**src/rtl/qam16_rx_frame_ctrl_if.sv**
```systemverilog
// Output stream of the QAM16 frame controller: payload nibble with valid/ready.
// The controller drives the master side and the downstream consumer is the slave.
interface qam16_rx_frame_ctrl_if #(
   parameter int DATA_W = 4
);
   logic [DATA_W-1:0] out_data;
   logic              out_valid;
   logic              out_ready;

   modport master (output out_data, output out_valid, input out_ready);
   modport slave  (input out_data, input out_valid, output out_ready);
endinterface

```
**src/rtl/qam16_rx_frame_ctrl.sv**
```systemverilog
// QAM16 receive frame controller: strobe-picked symbols, sync hunt, length capture,
// payload forwarded through a 2-entry FIFO. Define QAM_RX_TIMEOUT_EN for the watchdog.
module qam16_rx_frame_ctrl #(
   parameter int                  DATA_W       = 4,
   parameter int                  SPS          = 16,
   parameter int                  SAMPLE_PHASE = 8,
   parameter logic [4*DATA_W-1:0] SYNC_WORD    = 16'hA5C3
`ifdef QAM_RX_TIMEOUT_EN
   ,
   parameter int                  TIMEOUT_CYC  = 64
`endif
) (
   input  logic                    clk,
   input  logic                    reset,
   input  logic                    i_enable,
   input  logic                    i_sample_valid,
   input  logic [$clog2(SPS)-1:0]  i_phase,
   input  logic [DATA_W-1:0]       i_sym_in,
   qam16_rx_frame_ctrl_if.master   m_out,
   output logic                    o_busy,
   output logic                    o_frame_done,
   output logic                    o_overflow,
   output logic [2:0]              o_state_v
`ifdef QAM_RX_TIMEOUT_EN
   ,
   output logic                    o_timeout
`endif
);
   localparam int PH_W = $clog2(SPS);

   typedef enum logic [2:0] {
      S_IDLE    = 3'd0,
      S_HUNT    = 3'd1,
      S_LEN     = 3'd2,
      S_PAYLOAD = 3'd3,
      S_DRAIN   = 3'd4,
      S_DONE    = 3'd5
   } state_t;

   state_t              r_state;
   state_t              w_next;
   logic [4*DATA_W-1:0] r_sh;
   logic [4*DATA_W-1:0] w_sh_next;
   logic [DATA_W-1:0]   r_len;
   logic [DATA_W-1:0]   r_pcnt;
   logic [DATA_W-1:0]   r_mem [2];
   logic                r_wr;
   logic                r_rd;
   logic [1:0]          r_cnt;
   logic                r_overflow;

   logic w_stb;
   logic w_pop;
   logic w_push_req;
   logic w_push;
   logic w_drop;
   logic w_flush;
   logic w_to;
   logic w_lp;

   assign w_stb      = i_sample_valid && (i_phase == PH_W'(SAMPLE_PHASE)) && i_enable;
   assign w_sh_next  = {r_sh[3*DATA_W-1:0], i_sym_in};
   assign w_lp       = (r_state == S_LEN) || (r_state == S_PAYLOAD);
   assign w_pop      = (r_cnt != 2'd0) && m_out.out_ready;
   assign w_push_req = w_stb && (r_state == S_PAYLOAD);
   // A full FIFO still accepts a push when the head leaves in the same cycle.
   assign w_push     = w_push_req && ((r_cnt != 2'd2) || w_pop);
   assign w_drop     = w_push_req && (r_cnt == 2'd2) && !w_pop;
   assign w_flush    = !i_enable || w_to;

`ifdef QAM_RX_TIMEOUT_EN
   localparam int WD_W = $clog2(TIMEOUT_CYC + 1);

   logic [WD_W-1:0] r_wdog;
   logic            r_timeout;

   assign w_to = i_enable && w_lp && !w_stb && (r_wdog == WD_W'(TIMEOUT_CYC - 1));

   always_ff @(posedge clk or negedge reset) begin
      if (!reset) begin
         r_wdog    <= '0;
         r_timeout <= 1'b0;
      end else begin
         r_timeout <= w_to;
         if (!w_lp || w_stb) r_wdog <= '0;
         else                r_wdog <= r_wdog + 1'b1;
      end
   end

   assign o_timeout = r_timeout;
`else
   assign w_to = 1'b0;
`endif

   always_comb begin
      w_next = r_state;
      case (r_state)
         S_IDLE:    if (i_enable) w_next = S_HUNT;
         S_HUNT:    if (w_stb && (w_sh_next == SYNC_WORD)) w_next = S_LEN;
         S_LEN:     if (w_stb) w_next = (i_sym_in == '0) ? S_DONE : S_PAYLOAD;
         S_PAYLOAD: if (w_stb && ((r_pcnt + 1'b1) == r_len)) w_next = S_DRAIN;
         S_DRAIN:   if (r_cnt == 2'd0) w_next = S_DONE;
         S_DONE:    w_next = S_HUNT;
         default:   w_next = S_IDLE;
      endcase
      if (w_to)      w_next = S_HUNT;
      if (!i_enable) w_next = S_IDLE;
   end

   always_ff @(posedge clk or negedge reset) begin
      if (!reset) r_state <= S_IDLE;
      else        r_state <= w_next;
   end

   // Shift register is held clear outside HUNT so every entry to HUNT starts fresh.
   always_ff @(posedge clk or negedge reset) begin
      if (!reset) begin
         r_sh   <= '0;
         r_len  <= '0;
         r_pcnt <= '0;
      end else begin
         if (r_state != S_HUNT) r_sh <= '0;
         else if (w_stb)        r_sh <= w_sh_next;
         if ((r_state == S_LEN) && w_stb) r_len <= i_sym_in;
         if (r_state != S_PAYLOAD) r_pcnt <= '0;
         else if (w_stb)           r_pcnt <= r_pcnt + 1'b1;
      end
   end

   always_ff @(posedge clk or negedge reset) begin
      if (!reset) begin
         r_mem[0]   <= '0;
         r_mem[1]   <= '0;
         r_wr       <= 1'b0;
         r_rd       <= 1'b0;
         r_cnt      <= 2'd0;
         r_overflow <= 1'b0;
      end else begin
         r_overflow <= w_drop;
         if (w_flush) begin
            r_wr  <= 1'b0;
            r_rd  <= 1'b0;
            r_cnt <= 2'd0;
         end else begin
            if (w_push) begin
               r_mem[r_wr] <= i_sym_in;
               r_wr        <= ~r_wr;
            end
            if (w_pop) r_rd <= ~r_rd;
            r_cnt <= r_cnt + 2'(w_push) - 2'(w_pop);
         end
      end
   end

   assign m_out.out_data  = r_mem[r_rd];
   assign m_out.out_valid = (r_cnt != 2'd0);
   assign o_busy          = (r_state == S_LEN) || (r_state == S_PAYLOAD) || (r_state == S_DRAIN);
   assign o_frame_done    = (r_state == S_DONE);
   assign o_overflow      = r_overflow;
   assign o_state_v       = r_state;
endmodule

```
**src/flat_wrapper.sv**
```systemverilog
// flat-port wrapper written by rule: the top's interface ports become plain ports
module qam16_rx_frame_ctrl_flat 
#(
   parameter int                  DATA_W       = 4,
   parameter int                  SPS          = 16,
   parameter int                  SAMPLE_PHASE = 8,
   parameter logic [4*DATA_W-1:0] SYNC_WORD    = 16'hA5C3

)
  (clk, reset, i_enable, i_sample_valid, i_phase, i_sym_in, o_busy, o_frame_done, o_overflow, o_state_v, m_out_out_data, m_out_out_valid, m_out_out_ready);
  qam16_rx_frame_ctrl_if #(.DATA_W(DATA_W)) m_out_i ();
  input  logic clk;
  input  logic reset;
  input  logic i_enable;
  input  logic i_sample_valid;
  input  logic [$clog2(SPS)-1:0] i_phase;
  input  logic [DATA_W-1:0] i_sym_in;
  output logic o_busy;
  output logic o_frame_done;
  output logic o_overflow;
  output logic [2:0] o_state_v;
  output wire logic [$bits(m_out_i.out_data)-1:0] m_out_out_data;
  output wire logic [$bits(m_out_i.out_valid)-1:0] m_out_out_valid;
  input wire logic [$bits(m_out_i.out_ready)-1:0] m_out_out_ready;
  assign m_out_out_data = m_out_i.out_data;
  assign m_out_out_valid = m_out_i.out_valid;
  assign m_out_i.out_ready = m_out_out_ready;
  qam16_rx_frame_ctrl #(.DATA_W(DATA_W), .SPS(SPS), .SAMPLE_PHASE(SAMPLE_PHASE), .SYNC_WORD(SYNC_WORD)) u_core (.clk(clk), .reset(reset), .i_enable(i_enable), .i_sample_valid(i_sample_valid), .i_phase(i_phase), .i_sym_in(i_sym_in), .m_out(m_out_i), .o_busy(o_busy), .o_frame_done(o_frame_done), .o_overflow(o_overflow), .o_state_v(o_state_v));
endmodule
```
**config.mk**
```make
export PLATFORM = sky130hd
export DESIGN_NAME = qam16_rx_frame_ctrl_flat
export DESIGN_NICKNAME = d
export VERILOG_FILES = /design/src/rtl/qam16_rx_frame_ctrl_if.sv /design/src/rtl/qam16_rx_frame_ctrl.sv /design/src/flat_wrapper.sv
export SDC_FILE = /design/constraint.sdc
export NUM_CORES = 1
export LEC_CHECK = 0
export ABC_AREA = 1
export CAP_MARGIN = 20
export CORE_UTILIZATION = 55
export DETAILED_ROUTE_END_ITERATION = 7
export GPL_TIMING_DRIVEN = 0
export PLACE_DENSITY = 0.82
export SETUP_SLACK_MARGIN = 0.05
export SLEW_MARGIN = 20
export SYNTH_ARGS = -nofsm -noshare
export SYNTH_HDL_FRONTEND = slang
export SYNTH_SLANG_ARGS = --single-unit
```
**constraint.sdc**
```tcl
create_clock -name clk -period 3.8 [get_ports clk]
set_input_delay 0.57 -clock clk [delete_from_list [all_inputs] [get_ports clk]]
set_output_delay 0.57 -clock clk [all_outputs]
set_load 0.1 [all_outputs]
```
Yosys cells after proc, flatten, opt, wreduce, memory -nomap -nowiden
Cells that the tools add are included.
W data, S select, Z words.
- bitwise operators: 4
- multipliers: 0
- magnitude comparators: 3
- reduce and logical (&&, ||, !) cells: 24
- $add $sub $neg: 3
- shifts and indexed selects: 0
- divide/modulo/power cells: 0
- mux-type cells: 22
- equal/unequal tests: 18
- operators with widths (operator ; count):
    $mux W12 ; 2
    $mux W4 ; 6
    $mux W3 ; 6
    $eq A16 B16 Y1 const B ; 1
    $pmux W3 S5 ; 1
    $ne A3 B2 Y1 const B ; 4
    $logic_and A1 B1 Y1 ; 11
    $bwmux W8 ; 1
    $eq A3 B2 Y1 const B ; 2
    $eq A3 B3 Y1 const B ; 2
    $reduce_bool A2 Y1 ; 3
    $add A4 B1 Y4 const B ; 1
    $demux W4 S1 ; 1
    $eq A4 B4 Y1 ; 1
    $eq A4 B4 Y1 const B ; 1
    $ge A2 B2 Y1 const B ; 2
    $logic_not A4 Y1 ; 1
    $mux W1 ; 4
    $ne A2 B1 Y1 const B ; 2
    $not A1 Y2 ; 2
    $reduce_and A4 Y1 ; 1
    $eq A3 B1 Y1 const B ; 1
    $logic_not A3 Y1 ; 1
    $logic_or A1 B1 Y1 ; 3
    13 further kinds ; 14
- word-level logic and storage cells: 84
- memories kept: 0
- flip-flop bits (word level): 36
- bits in latches: 0
- memory bits (read-only): 0
- bits in writable memories: 0
- bits of input ports: 13
- output and inout port bits: 11

Depth between registers and ports, before layout
- depth in word-level cells: 8
- depth in mapped cells: 11
- depth with buffers taken out: 11

Worst setup path after synthesis
Ideal clock, no wire load.
- path kind: reg2out
- from: reg u_core.r_state[0] (netlist: u_core.o_state_v[0])
- to: out o_frame_done
- setup slack: -134 ps
- required time: 3230 ps
- buffers on the path: 0
- arrival: 3364 ps
- cell stages (with the launch flop): 3
- path through: dfrtp_1 inv_1 nor3_1
- longest elaborated chain between the ends: 1
- RTL lines (what ; line ; RTL):
    start: declaration ; qam16_rx_frame_ctrl.sv:40 ; state_t r_state;
    start signal: assignment ; qam16_rx_frame_ctrl.sv:112 ; else r_state <= w_next;
    $eq A3 B3 Y1 ; qam16_rx_frame_ctrl.sv:158 ; assign o_frame_done = (r_state == S_DONE);
    end: declaration ; flat_wrapper.sv:19 ; output logic o_frame_done;
Every way passes these cells.

Worst setup path after layout
- from: reg u_core.r_state[1] (netlist: u_core.o_state_v[1])
- to: out o_busy
- longest elaborated chain between the ends: 3
- elaborated cells on any way between the ends: 5
- classes of those cells: eq/ne: 3; reduce/logical: 2
- RTL lines (what ; line ; RTL):
    $eq A3 B2 Y1 ; -- ;
    $logic_or A1 B1 Y1 ; -- ;
    $logic_or A1 B1 Y1 * ; qam16_rx_frame_ctrl.sv:157 ; assign o_busy = (r_state == S_LEN) || (r_state == S_PAYLOAD) || (r_state == S_DRAIN);
    end: declaration ; flat_wrapper.sv:18 ; output logic o_busy;
Mark *: on every way between the ends. The rest lies on a longest branch, timed or not.

==> reports/qor.yml <==
run_status:
  status: "finished, final reports clean"
sta:
  max_slew_margin: 0.355
  finalCriticalPeriod_ns: 3.04
  tightestPinTransition_ns: 0.964
  rsz0062_at_grt: "false"
  layout_worst_path_cycle_share: 0.800
  drv_slew: 0
  fmax_mhz: 329
  setup_slack_ns: 0.760
  fin_tns_setup_ns: 0
  skew_ns: 0.0101
  setup_violations: 0
  hold_viol_final: 0
placement:
  pre_cts_slack_ns: 1.13
  dp_hpwl_um: 2670
  port_buffers: 23
  place_congestion: 0.856
clock_tree:
  cts_tree: "built"
  clk_latency_ns: 0.34
  clockRootBuffer: "clkbuf_4"
  cts_max_level: 2
  clk_pin_slew_ns: 0.11
  cts_setup_buffers: 0
  ctsResizeCount: 0
  cts_made_buffers: 5
  ctsHoldBuffers: 0
  cts_sinks: 36
  clock_path_buffers: 2
power:
  ir_drop_uv: 421
  p_sw_mw: 0.503
  power.density_nw_per_um2: 497
  p_clk_frac: 0.181
  leakagePower_nw: 1.06
  pwr-share-comb: 0.415
  switching_share: 0.456
  p_seq_frac: 0.404
  p_int_mw: 0.600
setup_path:
  path_cells: "nor3_1 -> inv_1 -> nand2_1 -> clkdlybuf4s50_1"
  critPathKind: "reg -> out"
  reg2reg_to: "u_core.o_state_v[1]$_DFFE_PN0P_"
  endpoint_kind: "output port"
  crit_buf_inv: 2
  cp_top_family: "buffers and inverters"
  cp.arrival_ns: 2.47
  r2r_setup_slack_ns: 2.06
  reg2reg_depth: 9
  crit_required_ns: 3.23
  crit_fanout: 8
  reg2reg_from: "u_core.r_pcnt[0]$_DFFE_PN0P_"
  startpoint_type: "flop"
  slowest_delay_ns: 1.12
  cp_num_cells: 4
  critPathSlowestCell: "clkdlybuf4s50_1"
logic_synthesis:
  synth.top_cells.by_count: "56 x nand2_1, 36 x dfrtp_1, 29 x inv_1, 21 x nand3_1, 17 x nor2_1"
  synth_fp_nets: 244
  synthTopCellsByArea: "dfrtp_1 48%, nand2_1 11%, inv_1 5.9%"
  synth_edf_count: 0
  syn_area_um2: 1860
  ys_seq_area_frac: 0.485
  synthFlopType: "dfrtp_1"
  yosys_register_bits: 36
  synth.most_common_cell: "nand2_1"
  synth_top_area_frac: 0.485
  synth_cell_types: 26
  yosys_warnings: 0
  avgSynthCellArea_um2: 8.15
  syn_inst: 228
  async_reset_ff_frac: 1.00
  yosysTopAreaCell: "dfrtp_1"
floorplan:
  fp-row-count: 20
  core_area_um2: 3130
  die_w_um: 60.1
  dieArea_um2: 3620
  pin_count: 24
  die_h_um: 60.1
  initial_core_util: 0.594
drt:
  drc: 0
  drt-total-wl_um: 3510
  dr.pass1.iters: 4
  drt-initial-drc-count: 92
  detail-route-antenna-nets: 0
  via_count: 1573
  detail_route.wl_per_cell_um: 11.5
  routed_via_density: 5.17
hold_path:
  hold_path_class: "in -> async"
grt:
  grt-ovfl-total: 0
  grt_usage: 0.232
  grt_first_pass_wirelength_um: 6040
  grt_start_max_net_pins: 29
  grt_antenna_before_repair: 0
  grt_pass1_vias: 1439
final_layout:
  antenna_cells_inserted: 0
  num-nets-final: 275
  fillers: 267
  layout-drive-gt1-share: 0.100
  syn2layout_area_growth_pct: 19.4
job:
  maxCapViolCount: 0
-- power by group through the flow --
stage	Combinational (mW)	Sequential, mW	Clock [mW]
2_1_floorplan	0.272	0.526	0
3_3_place_gp	0.450	0.453	0
3_5_place_dp	0.457	0.454	0
4_1_cts	0.459	0.446	0.205
5_1_grt	0.492	0.451	0.219
6_report	0.458	0.446	0.199
-- through the flow --
| step | cells | hold WS [ns] | power (mW) | instance area [um2] | util |
|---|---|---|---|---|---|
| floorplan | 228 | 0.274 | 0.798 | 1860 | - |
| global placement | 295 | 0.471 | 0.903 | 2150 | 0.687 |
| detailed placement | 296 | 0.433 | 0.911 | 2160 | 0.692 |
| CTS | 304 | 0.0541 | 1.11 | 2220 | 0.710 |
| global route | 304 | 0.0593 | 1.16 | 2220 | 0.710 |
| finish | 304 | 0.0580 | 1.10 | 2220 | 0.710 |
-- registers in the layout, indices dropped and copies added (netlist names) --
name / flops
u_core.r_pcnt: 4
u_core.o_overflow: 1
u_core.r_cnt: 2
u_core.r_sh: 12
u_core.r_len: 4
u_core.r_mem: 8
u_core.r_rd: 1
u_core.o_state_v: 3
u_core.r_wr: 1
-- per-layer routing --
metal,vias to the layer above,share of wire,GRT usage
li1,812,-,-
met1,726,0.48,0.306
met2,29,0.47,0.364
met3,6,0.038,0.0541
met4,0,0.015,0.103
met5,-,0,0
-- worst register-to-register path, cell delays in order (launching register included) --
cell	delay, ns
dfrtp_1	0.47
ha_1	0.35
xnor2_1	0.16
nand2_1	0.07
nor2_1	0.18
nand3_1	0.11
nand2_1	0.12
nand2_1	0.06
nand3_1	0.07
nand2_1	0.06
-- area by class of cell --
| type | count | area [um2] | share of cell area |
|---|---|---|---|
| sequential | 36 | 901 | 0.406 |
| multi-input combinational | 156 | 826 | 0.372 |
| timing repair buffer | 24 | 245 | 0.110 |
| inverter | 34 | 129 | 0.0580 |
| tap | 44 | 55.1 | 0.0248 |
| clock buffer | 5 | 37.5 | 0.0169 |
| clock inverter | 3 | 18.8 | 0.00845 |
| buffer | 2 | 8.76 | 0.00394 |
-- kinds of logic (layout without fill, tap and decap cells) --
| logic type | Yosys count | count (layout) | synth area share |
|---|---|---|---|
| flops | 36 | 36 | 0.485 |
| compound gates | 35 | 35 | 0.102 |
| simple gates | 115 | 115 | 0.306 |
| buf+inv | 36 | 68 | 0.0740 |
| xor+xnor | 3 | 3 | 0.0141 |
| fa+ha+maj | 3 | 3 | 0.0202 |
-- how the worst max path moves through the flow --
stage	from	end	slack, ns
after floorplan	u_core.o_state_v[0]$_DFFE_PN0P_	o_frame_done	0.71
final	u_core.o_state_v[1]$_DFFE_PN0P_	o_busy	0.76
after detailed placement	u_core.o_state_v[1]$_DFFE_PN0P_	o_busy	1.13
after global placement	u_core.o_state_v[1]$_DFFE_PN0P_	o_busy	1.14
after global routing	u_core.o_state_v[1]$_DFFE_PN0P_	o_busy	0.60
after CTS	u_core.o_state_v[1]$_DFFE_PN0P_	o_busy	0.74
-- cells in the final DEF, fill, tap and decap left out, types with 2 or more instances in the layout --
cell	Yosys	final
nor2_8	2	2
a21oi_1	4	4
nand2_1	56	56
inv_1	29	29
nor2_4	2	2
inv_2	3	3
buf_2	1	2
o21ai_1	10	10
o21ai_0	11	11
nand2_4	3	3
clkinv_2	1	3
xnor2_1	2	2
nor2_1	17	17
nand4_1	8	8
dfrtp_1	36	36
nor2_2	2	2
clkdlybuf4s50_1	0	22
nand3_1	21	21
ha_1	3	3
o22ai_1	9	9
clkbuf_4	0	5
Note: power is estimated with default switching activity, not from simulation.
